$ cat src/rtl/i2c_target_regfile_pkg.sv
// Shared types and constants for the I2C target register file.
// Optional glitch filter is enabled by defining I2C_TARGET_FILTER_EN.
package i2c_target_pkg;

  typedef enum logic [3:0] {
    IDLE      = 4'd0,
    ADDR      = 4'd1,
    ADDR_ACK  = 4'd2,
    PTR       = 4'd3,
    PTR_ACK   = 4'd4,
    WDATA     = 4'd5,
    WDATA_ACK = 4'd6,
    RDATA     = 4'd7,
    RDATA_ACK = 4'd8
  } i2c_tgt_state_e;

  localparam logic ACK      = 1'b0;
  localparam logic NACK     = 1'b1;
  localparam logic RW_WRITE = 1'b0;
  localparam logic RW_READ  = 1'b1;

  // 2-of-3 vote used by the optional glitch filter
  function automatic logic maj3(input logic a, input logic b, input logic c);
    return (a & b) | (a & c) | (b & c);
  endfunction

endpackage

$ cat src/rtl/i2c_target_regfile_bus_sync.sv
// SCL/SDA synchroniser with edge and START/STOP detection.
// Defining I2C_TARGET_FILTER_EN inserts a 3-sample majority filter (+2 cycles).
module i2c_bus_sync
  import i2c_target_pkg::*;
(
  input  logic clk,
  input  logic rstn,
  input  logic scl_i,
  input  logic sda_i,
  output logic scl_rise,
  output logic scl_fall,
  output logic start_det,
  output logic stop_det,
  output logic sda_s
);

  // Idle bus is high, so all stages reset to 1 to avoid false edges.
  logic [1:0] scl_sync_q, sda_sync_q;
  logic       scl_f, sda_f;
  logic       scl_hist_q, sda_hist_q;

  // Two-flop synchroniser on both pads
  always_ff @(posedge clk or negedge rstn) begin
    if (!rstn) begin
      scl_sync_q <= 2'b11;
      sda_sync_q <= 2'b11;
    end else begin
      scl_sync_q <= {scl_sync_q[0], scl_i};
      sda_sync_q <= {sda_sync_q[0], sda_i};
    end
  end

`ifdef I2C_TARGET_FILTER_EN
  logic [1:0] scl_tap_q, sda_tap_q;
  logic       scl_filt_q, sda_filt_q;

  // Majority over three consecutive samples; a 1-cycle pulse never wins the vote
  always_ff @(posedge clk or negedge rstn) begin
    if (!rstn) begin
      scl_tap_q  <= 2'b11;
      sda_tap_q  <= 2'b11;
      scl_filt_q <= 1'b1;
      sda_filt_q <= 1'b1;
    end else begin
      scl_tap_q  <= {scl_tap_q[0], scl_sync_q[1]};
      sda_tap_q  <= {sda_tap_q[0], sda_sync_q[1]};
      scl_filt_q <= maj3(scl_sync_q[1], scl_tap_q[0], scl_tap_q[1]);
      sda_filt_q <= maj3(sda_sync_q[1], sda_tap_q[0], sda_tap_q[1]);
    end
  end

  assign scl_f = scl_filt_q;
  assign sda_f = sda_filt_q;
`else
  assign scl_f = scl_sync_q[1];
  assign sda_f = sda_sync_q[1];
`endif

  // History flop: previous level for edge detection
  always_ff @(posedge clk or negedge rstn) begin
    if (!rstn) begin
      scl_hist_q <= 1'b1;
      sda_hist_q <= 1'b1;
    end else begin
      scl_hist_q <= scl_f;
      sda_hist_q <= sda_f;
    end
  end

  assign scl_rise  = scl_f & ~scl_hist_q;
  assign scl_fall  = ~scl_f & scl_hist_q;
  assign start_det = scl_f & scl_hist_q & sda_hist_q & ~sda_f;
  assign stop_det  = scl_f & scl_hist_q & ~sda_hist_q & sda_f;
  assign sda_s     = sda_f;

endmodule

$ cat src/rtl/i2c_target_regfile.sv
// I2C target with an auto-incrementing 8-bit register bank and a host port.
// Handshake: none on the host port -- host_we writes reg[host_addr] on every
// clock it is high; host_rdata is reg[host_addr] combinationally.
// Build option: I2C_TARGET_FILTER_EN (glitch filter in i2c_bus_sync).
module i2c_target_regfile
  import i2c_target_pkg::*;
#(
  parameter logic [6:0] TARGET_ADDR = 7'h2A,
  parameter int         NUM_REGS    = 16,
  localparam int        PW          = $clog2(NUM_REGS)
) (
  input  logic           clk,
  input  logic           rstn,
  input  logic           scl_i,
  input  logic           sda_i,
  output logic           sda_oe,
  input  logic           host_we,
  input  logic [PW-1:0]  host_addr,
  input  logic [7:0]     host_wdata,
  output logic [7:0]     host_rdata,
  output logic           wr_stb,
  output logic [PW-1:0]  wr_idx,
  output logic           busy,
  output i2c_tgt_state_e dbg_state_o
);

  logic scl_rise, scl_fall, start_det, stop_det, sda_s;

  i2c_bus_sync u_sync (
    .clk       (clk),
    .rstn      (rstn),
    .scl_i     (scl_i),
    .sda_i     (sda_i),
    .scl_rise  (scl_rise),
    .scl_fall  (scl_fall),
    .start_det (start_det),
    .stop_det  (stop_det),
    .sda_s     (sda_s)
  );

  i2c_tgt_state_e state_q, state_d;
  logic [3:0]     bit_cnt_q, bit_cnt_d;
  logic [7:0]     shift_q, shift_d;
  logic [PW-1:0]  ptr_q, ptr_d;
  logic           sda_oe_q, sda_oe_d;
  logic           busy_q, busy_d;
  logic           ack_on_q, ack_on_d;
  logic           rw_q, rw_d;
  logic           wr_stb_q, wr_stb_d;
  logic [PW-1:0]  wr_idx_q, wr_idx_d;
  logic           i2c_we;
  logic [7:0]     byte_in;
  logic [PW-1:0]  ptr_inc;
  logic [7:0]     regs_q [NUM_REGS];

  assign byte_in = {shift_q[6:0], sda_s};
  assign ptr_inc = ptr_q + PW'(1);

  // Protocol FSM: next state, shifter, pointer and SDA drive
  always_comb begin
    state_d   = state_q;
    bit_cnt_d = bit_cnt_q;
    shift_d   = shift_q;
    ptr_d     = ptr_q;
    sda_oe_d  = sda_oe_q;
    busy_d    = busy_q;
    ack_on_d  = ack_on_q;
    rw_d      = rw_q;
    wr_stb_d  = 1'b0;
    wr_idx_d  = wr_idx_q;
    i2c_we    = 1'b0;
    if (stop_det) begin
      state_d   = IDLE;
      sda_oe_d  = 1'b0;
      busy_d    = 1'b0;
      ack_on_d  = 1'b0;
      bit_cnt_d = 4'd0;
    end else if (start_det) begin
      state_d   = ADDR;
      sda_oe_d  = 1'b0;
      ack_on_d  = 1'b0;
      bit_cnt_d = 4'd0;
    end else begin
      case (state_q)
        ADDR, PTR, WDATA: begin
          if (scl_rise) begin
            shift_d   = byte_in;
            bit_cnt_d = bit_cnt_q + 4'd1;
            if (bit_cnt_q == 4'd7) begin
              bit_cnt_d = 4'd0;
              if (state_q == ADDR) begin
                if (byte_in[7:1] == TARGET_ADDR) begin
                  state_d = ADDR_ACK;
                  busy_d  = 1'b1;
                  rw_d    = byte_in[0];
                end else begin
                  state_d = IDLE;
                  busy_d  = 1'b0;
                end
              end else if (state_q == PTR) begin
                ptr_d   = byte_in[PW-1:0];
                state_d = PTR_ACK;
              end else begin
                i2c_we   = 1'b1;
                wr_stb_d = 1'b1;
                wr_idx_d = ptr_q;
                ptr_d    = ptr_inc;
                state_d  = WDATA_ACK;
              end
            end
          end
        end
        // First fall drives ACK low; the ACK-clock fall releases it and moves on
        ADDR_ACK, PTR_ACK, WDATA_ACK: begin
          if (scl_fall) begin
            if (!ack_on_q) begin
              ack_on_d = 1'b1;
              sda_oe_d = ~ACK;
            end else begin
              ack_on_d  = 1'b0;
              sda_oe_d  = 1'b0;
              bit_cnt_d = 4'd0;
              if (state_q == ADDR_ACK && rw_q == RW_READ) begin
                shift_d  = regs_q[ptr_q];
                sda_oe_d = ~regs_q[ptr_q][7];
                state_d  = RDATA;
              end else if (state_q == ADDR_ACK && rw_q == RW_WRITE) begin
                state_d = PTR;
              end else begin
                state_d = WDATA;
              end
            end
          end
        end
        RDATA: begin
          if (scl_rise) begin
            bit_cnt_d = bit_cnt_q + 4'd1;
          end else if (scl_fall && bit_cnt_q == 4'd8) begin
            sda_oe_d  = 1'b0;
            bit_cnt_d = 4'd0;
            state_d   = RDATA_ACK;
          end else if (scl_fall && bit_cnt_q != 4'd0) begin
            shift_d  = {shift_q[6:0], 1'b0};
            sda_oe_d = ~shift_q[6];
          end
        end
        RDATA_ACK: begin
          if (scl_rise) begin
            if (sda_s == NACK) begin
              state_d = IDLE;
              busy_d  = 1'b0;
            end else begin
              ptr_d    = ptr_inc;
              shift_d  = regs_q[ptr_inc];
              ack_on_d = 1'b1;
            end
          end else if (scl_fall && ack_on_q) begin
            ack_on_d  = 1'b0;
            sda_oe_d  = ~shift_q[7];
            bit_cnt_d = 4'd0;
            state_d   = RDATA;
          end
        end
        default: ;
      endcase
    end
  end

  // FSM and datapath state registers
  always_ff @(posedge clk or negedge rstn) begin
    if (!rstn) begin
      state_q   <= IDLE;
      bit_cnt_q <= 4'd0;
      shift_q   <= 8'h00;
      ptr_q     <= '0;
      sda_oe_q  <= 1'b0;
      busy_q    <= 1'b0;
      ack_on_q  <= 1'b0;
      rw_q      <= RW_WRITE;
      wr_stb_q  <= 1'b0;
      wr_idx_q  <= '0;
    end else begin
      state_q   <= state_d;
      bit_cnt_q <= bit_cnt_d;
      shift_q   <= shift_d;
      ptr_q     <= ptr_d;
      sda_oe_q  <= sda_oe_d;
      busy_q    <= busy_d;
      ack_on_q  <= ack_on_d;
      rw_q      <= rw_d;
      wr_stb_q  <= wr_stb_d;
      wr_idx_q  <= wr_idx_d;
    end
  end

  // Register bank: I2C write beats a same-index host write
  always_ff @(posedge clk or negedge rstn) begin
    if (!rstn) begin
      for (int i = 0; i < NUM_REGS; i++) regs_q[i] <= 8'h00;
    end else begin
      for (int i = 0; i < NUM_REGS; i++) begin
        if (i2c_we && (ptr_q == PW'(i))) regs_q[i] <= byte_in;
        else if (host_we && (host_addr == PW'(i))) regs_q[i] <= host_wdata;
      end
    end
  end

  assign sda_oe      = sda_oe_q;
  assign busy        = busy_q;
  assign wr_stb      = wr_stb_q;
  assign wr_idx      = wr_idx_q;
  assign host_rdata  = regs_q[host_addr];
  assign dbg_state_o = state_q;

endmodule

$ cat config.mk
export PLATFORM = sky130hd
export DESIGN_NAME = i2c_target_regfile
export DESIGN_NICKNAME = d
export VERILOG_FILES = /design/src/rtl/i2c_target_regfile_pkg.sv /design/src/rtl/i2c_target_regfile_bus_sync.sv /design/src/rtl/i2c_target_regfile.sv
export SDC_FILE = /design/constraint.sdc
export NUM_CORES = 1
export LEC_CHECK = 0
export CELL_PAD_IN_SITES_DETAIL_PLACEMENT = 1
export CELL_PAD_IN_SITES_GLOBAL_PLACEMENT = 1
export CORE_ASPECT_RATIO = 1.2
export CORE_UTILIZATION = 50
export CTS_CLUSTER_SIZE = 25
export DETAILED_ROUTE_END_ITERATION = 8
export HOLD_SLACK_MARGIN = 0.08
export PLACE_DENSITY = 0.77
export SETUP_SLACK_MARGIN = 0.5
export SLEW_MARGIN = 0
export SYNTH_ARGS = -nofsm -noshare
export SYNTH_HDL_FRONTEND = slang
export SYNTH_SLANG_ARGS = --single-unit
$ cat constraint.sdc
create_clock -name clk -period 4.4 [get_ports clk]
set_clock_uncertainty 0.1 [all_clocks]
set_input_delay 1.1 -clock clk [delete_from_list [all_inputs] [get_ports clk]]
set_output_delay 1.1 -clock clk [all_outputs]
set_load 0.03 [all_outputs]
==> flow_results.xml <==
<?xml version="1.0" encoding="UTF-8"?>
<metrics>
  <group name="status">
    <metric name="status" unit="">finished, violations left</metric>
    <metric name="violations_in_the_final_reports" unit="">design-rule violations</metric>
  </group>
  <group name="sta">
    <metric name="final_critical_period" unit="ns">3.87</metric>
    <metric name="final_hold_viol_count" unit="">0</metric>
    <metric name="final-setup-viol-count" unit="">0</metric>
    <metric name="worstMarginPinSlew" unit="ns">1.12</metric>
    <metric name="period_share" unit="%">88.1</metric>
    <metric name="rsz0062_at_grt" unit="">yes</metric>
    <metric name="final.setup.tns" unit="ns">0</metric>
    <metric name="maxClockFrequency" unit="MHz">258</metric>
    <metric name="worst_slew_margin_rel" unit="%">25.6</metric>
    <metric name="slew_viol_final" unit="">0</metric>
  </group>
  <group name="grt">
    <metric name="largest_net_degree_at_the_start_of_global_routing" unit="">75</metric>
    <metric name="grtUsageMet3" unit="%">8.56</metric>
    <metric name="wire_length_of_the_first_global_routing_pass" unit="µm">64000</metric>
    <metric name="first_global_vias" unit="">10100</metric>
    <metric name="met2_usage" unit="%">65.2</metric>
    <metric name="grt.busiest_layer" unit="">met2</metric>
    <metric name="grt_antenna_before_repair" unit="">2</metric>
    <metric name="gr-total-overflow" unit="">0</metric>
    <metric name="grt_util_met1" unit="%">44.0</metric>
    <metric name="grt_overall_usage" unit="%">38.6</metric>
  </group>
  <group name="clock_tree">
    <metric name="cts_max_level" unit="">4</metric>
    <metric name="clock_sinks" unit="">163</metric>
    <metric name="max-clock-path-buffers" unit="">2</metric>
    <metric name="clock_tree_from_tritoncts" unit="">done</metric>
    <metric name="tritoncts.num_buffers" unit="">17</metric>
    <metric name="cts.hold.buffers_added" unit="">0</metric>
    <metric name="clk-insertion-delay-late" unit="ns">0.45</metric>
    <metric name="cts.repair_timing.setup_buffer_count" unit="">0</metric>
    <metric name="clk_root_buffer_cell" unit="">sky130_fd_sc_hd__clkbuf_16</metric>
    <metric name="worst_setup_hold_path_clk_slew" unit="ns">0.07</metric>
  </group>
  <group name="final_layout">
    <metric name="area_overhead_of_the_layout_relative_to_synthesis" unit="%">12.4</metric>
    <metric name="final_common_cell" unit="">sky130_fd_sc_hd__nor2_1</metric>
    <metric name="design_area" unit="µm²">12500</metric>
    <metric name="drive_above_1_share" unit="%">22.3</metric>
    <metric name="ant_cells" unit="">0</metric>
    <metric name="final_core_utilization" unit="%">57.5</metric>
    <metric name="finish.net_count" unit="">1066</metric>
    <metric name="nFillCells" unit="">2293</metric>
    <metric name="final_cell_mix" unit="">160 x sky130_fd_sc_hd__nor2_1, 156 x sky130_fd_sc_hd__mux2i_1, 155 x sky130_fd_sc_hd__dfrtp_1, 142 x sky130_fd_sc_hd__a21oi_1, 104 x sky130_fd_sc_hd__mux4_2</metric>
    <metric name="multi_input_area" unit="µm²">6640</metric>
    <metric name="sequential_cell_area" unit="µm²">4090</metric>
  </group>
  <group name="logic_synthesis">
    <metric name="synth_seq_cells" unit="">163</metric>
    <metric name="post_synth_num_cell_types" unit="">58</metric>
    <metric name="synth_top_cell_by_area" unit="">sky130_fd_sc_hd__dfrtp_1</metric>
    <metric name="synthesized_area_divided_by_synthesized_cell_count" unit="µm²">10.8</metric>
    <metric name="seq_area_frac_synth" unit="%">36.7</metric>
    <metric name="fraction_of_synthesized_cell_area_taken_by_the_top_area_cell_type" unit="%">35.3</metric>
    <metric name="synth-async-reset-ratio" unit="%">100</metric>
    <metric name="syn-cell-area" unit="µm²">11100</metric>
    <metric name="post_synth_main_area_contributors" unit="">sky130_fd_sc_hd__dfrtp_1 35%, sky130_fd_sc_hd__mux4_2 21%, sky130_fd_sc_hd__mux2i_1 14%</metric>
    <metric name="ys_dominant_reg_cell" unit="">sky130_fd_sc_hd__dfrtp_1</metric>
    <metric name="synth.net_count" unit="">1051</metric>
    <metric name="synth.yosys.warnings" unit="">0</metric>
    <metric name="synth_cells" unit="">1028</metric>
    <metric name="synth_enable_flop_cells" unit="">0</metric>
  </group>
  <group name="setup_path">
    <metric name="cp_data_arrival_time" unit="ns">2.67</metric>
    <metric name="worstSetupStartpointType" unit="">input port</metric>
    <metric name="timing.setup.critical_path_class" unit="">in2out</metric>
    <metric name="reg2reg_from" unit="">ptr_q[0]$_DFFE_PN0P_</metric>
    <metric name="regToRegSetupSlack" unit="ns">1.18</metric>
    <metric name="critPathCaptureType" unit="">output pin</metric>
    <metric name="critical_path_peak_fanout" unit="">13</metric>
    <metric name="rr_worst_depth" unit="">7</metric>
    <metric name="rr_endpoint" unit="">shift_q[1]$_DFFE_PN0P_</metric>
    <metric name="timing.critical_path.slowest_cell_delay" unit="ns">0.53</metric>
    <metric name="worstPathBufferInverterCount" unit="">3</metric>
    <metric name="timing.critical_path.slowest_stage_cell" unit="">sky130_fd_sc_hd__mux4_2</metric>
    <metric name="critPathTopFamily" unit="">multiplexers</metric>
    <metric name="crit_required" unit="ns">3.20</metric>
    <metric name="crit_chain" unit="">buf_12 &gt; buf_4 &gt; mux4_2 &gt; mux4_2 &gt; buf_4</metric>
  </group>
  <group name="power_and_ir_drop">
    <metric name="total_switching_power" unit="µW">2710</metric>
    <metric name="vdd_ir_drop_max" unit="µV">310</metric>
    <metric name="power-per-cell-area" unit="nW/µm²">522</metric>
    <metric name="p_int" unit="µW">3840</metric>
    <metric name="clockPowerShare" unit="%">23.3</metric>
    <metric name="pwr-share-seq" unit="%">41.5</metric>
    <metric name="leakagePower" unit="µW">0.00484</metric>
    <metric name="switching_share" unit="%">41.4</metric>
    <metric name="comb_power_share" unit="%">35.2</metric>
  </group>
  <group name="floorplan">
    <metric name="ios" unit="">36</metric>
    <metric name="chipWidth" unit="µm">138</metric>
    <metric name="die_area" unit="µm²">22900</metric>
    <metric name="die_h" unit="µm">166</metric>
    <metric name="core.rowCount" unit="">59</metric>
    <metric name="core_outline_area" unit="µm²">21800</metric>
    <metric name="start_util" unit="%">51.1</metric>
  </group>
  <group name="place">
    <metric name="buffer_ports.inserted" unit="">35</metric>
    <metric name="detailed_place.area" unit="µm²">11900</metric>
    <metric name="post-dp-hpwl" unit="µm">28100</metric>
    <metric name="gp_congestion" unit="">0.952</metric>
  </group>
  <group name="min_path">
    <metric name="hold_path_end" unit="">u_sync.sda_sync_q[1]$_DFF_PN1_</metric>
    <metric name="hold_path_class" unit="">reg2reg</metric>
    <metric name="worstHoldStart" unit="">u_sync.sda_sync_q[0]$_DFF_PN1_</metric>
    <metric name="min_path_cells" unit="">0</metric>
  </group>
  <group name="drt">
    <metric name="detail_route.vias_per_cell" unit="">7.31</metric>
    <metric name="route.antenna.remaining_nets" unit="">0</metric>
    <metric name="drt-initial-drc-count" unit="">1129</metric>
    <metric name="routed_wire_length_per_instance" unit="µm">31.5</metric>
    <metric name="num_vias" unit="">9723</metric>
    <metric name="routed_wl" unit="µm">41900</metric>
    <metric name="drt_first_pass_iters" unit="">7</metric>
    <metric name="detail_route.drc_violations" unit="">4</metric>
  </group>
  <group name="run">
    <metric name="drv.max_cap_violation_count" unit="">0</metric>
  </group>
</metrics>
power groups by stage:
stage	clock network (µW)	logic (µW)	registers [µW]
after floorplan	0	1890	2140
after global placement	0	2130	2650
after detailed placement	0	2220	2660
after CTS	1540	2260	2660
after global routing	1580	2470	2730
final	1520	2300	2710
per-stage QoR:
stage	hold WS [ns]	power, µW	instances	setup WS [ns]
after floorplan	0.245	4030	1028	0.510
after CTS	0.258	6450	1329	0.500
after global routing	0.266	6780	1330	0.494
after global placement	0.247	4780	1296	0.118
final	0.258	6540	1330	0.526
after detailed placement	0.247	4880	1296	0.0745
area by class of cell:
class / count / area share [%]
multi-input combinational: 764 / 53.1
sequential: 163 / 32.7
timing repair buffer: 89 / 6.59
clock buffer: 18 / 3.51
tap: 274 / 2.74
clock inverter: 14 / 1.20
inverter: 8 / 0.240
worst max path at each step:
stage / start / end / slack [ns] / cells after the start
after CTS: host_addr[2] / host_rdata[3] / 0.50 / 4
after global placement: host_addr[1] / host_rdata[3] / 0.12 / 4
after global routing: host_addr[1] / host_rdata[0] / 0.49 / 5
after floorplan: host_addr[1] / host_rdata[2] / 0.51 / 4
final: host_addr[1] / host_rdata[0] / 0.53 / 5
after detailed placement: host_addr[1] / host_rdata[3] / 0.07 / 4
layer usage:
metal | part of all wire [%] | vias up
met5 | 0.055 | -
met4 | 7.8 | 4
met3 | 8.7 | 236
met2 | 48 | 635
met1 | 35 | 4941
li1 | - | 3907
cell usage after synthesis (6+ instances only):
| library cell | n |
|---|---|
| sky130_fd_sc_hd__nor2_1 | 160 |
| sky130_fd_sc_hd__dfrtp_1 | 157 |
| sky130_fd_sc_hd__mux2i_1 | 156 |
| sky130_fd_sc_hd__a21oi_1 | 142 |
| sky130_fd_sc_hd__mux4_2 | 104 |
| sky130_fd_sc_hd__clkbuf_1 | 52 |
| sky130_fd_sc_hd__nand2_1 | 27 |
| sky130_fd_sc_hd__nand3_1 | 22 |
| sky130_fd_sc_hd__buf_2 | 21 |
| sky130_fd_sc_hd__buf_1 | 18 |
| sky130_fd_sc_hd__o21ai_0 | 16 |
| sky130_fd_sc_hd__mux2_2 | 12 |
| sky130_fd_sc_hd__nand2b_1 | 11 |
| sky130_fd_sc_hd__nor3_1 | 10 |
| sky130_fd_sc_hd__inv_1 | 7 |
| sky130_fd_sc_hd__o22a_1 | 7 |
| sky130_fd_sc_hd__a22oi_1 | 6 |
| sky130_fd_sc_hd__a31oi_1 | 6 |
| sky130_fd_sc_hd__dfstp_2 | 6 |
| sky130_fd_sc_hd__ha_1 | 6 |
| sky130_fd_sc_hd__nand3b_1 | 6 |
| sky130_fd_sc_hd__nand4_1 | 6 |
| sky130_fd_sc_hd__nor2b_1 | 6 |
| sky130_fd_sc_hd__o2111ai_1 | 6 |
state kept, by name (all words and copies together), names as in the netlist, 2 cells and up:
signal             count
wr_idx                 4
bit_cnt_q              4
u_sync.scl_sync_q      2
u_sync.sda_sync_q      2
ptr_q                  4
dbg_state_o            4
regs_q               128
shift_q                8
repair_timing:
action / CTS / global route
gates resized for setup: 12 / 5
gates cloned: 1 / 1
endpoints found under the setup margin: 8 / 5
pin swaps: 0 / 0
logic make-up after synthesis:
logic type / share of synthesized area (%)
compound gates: 11.2
xor+xnor: 0.236
fa+ha+maj: 0.674
buf+inv: 3.77
flops: 36.7
mux: 36.3
simple gates: 11.2
(Power assumes the default switching activity.)
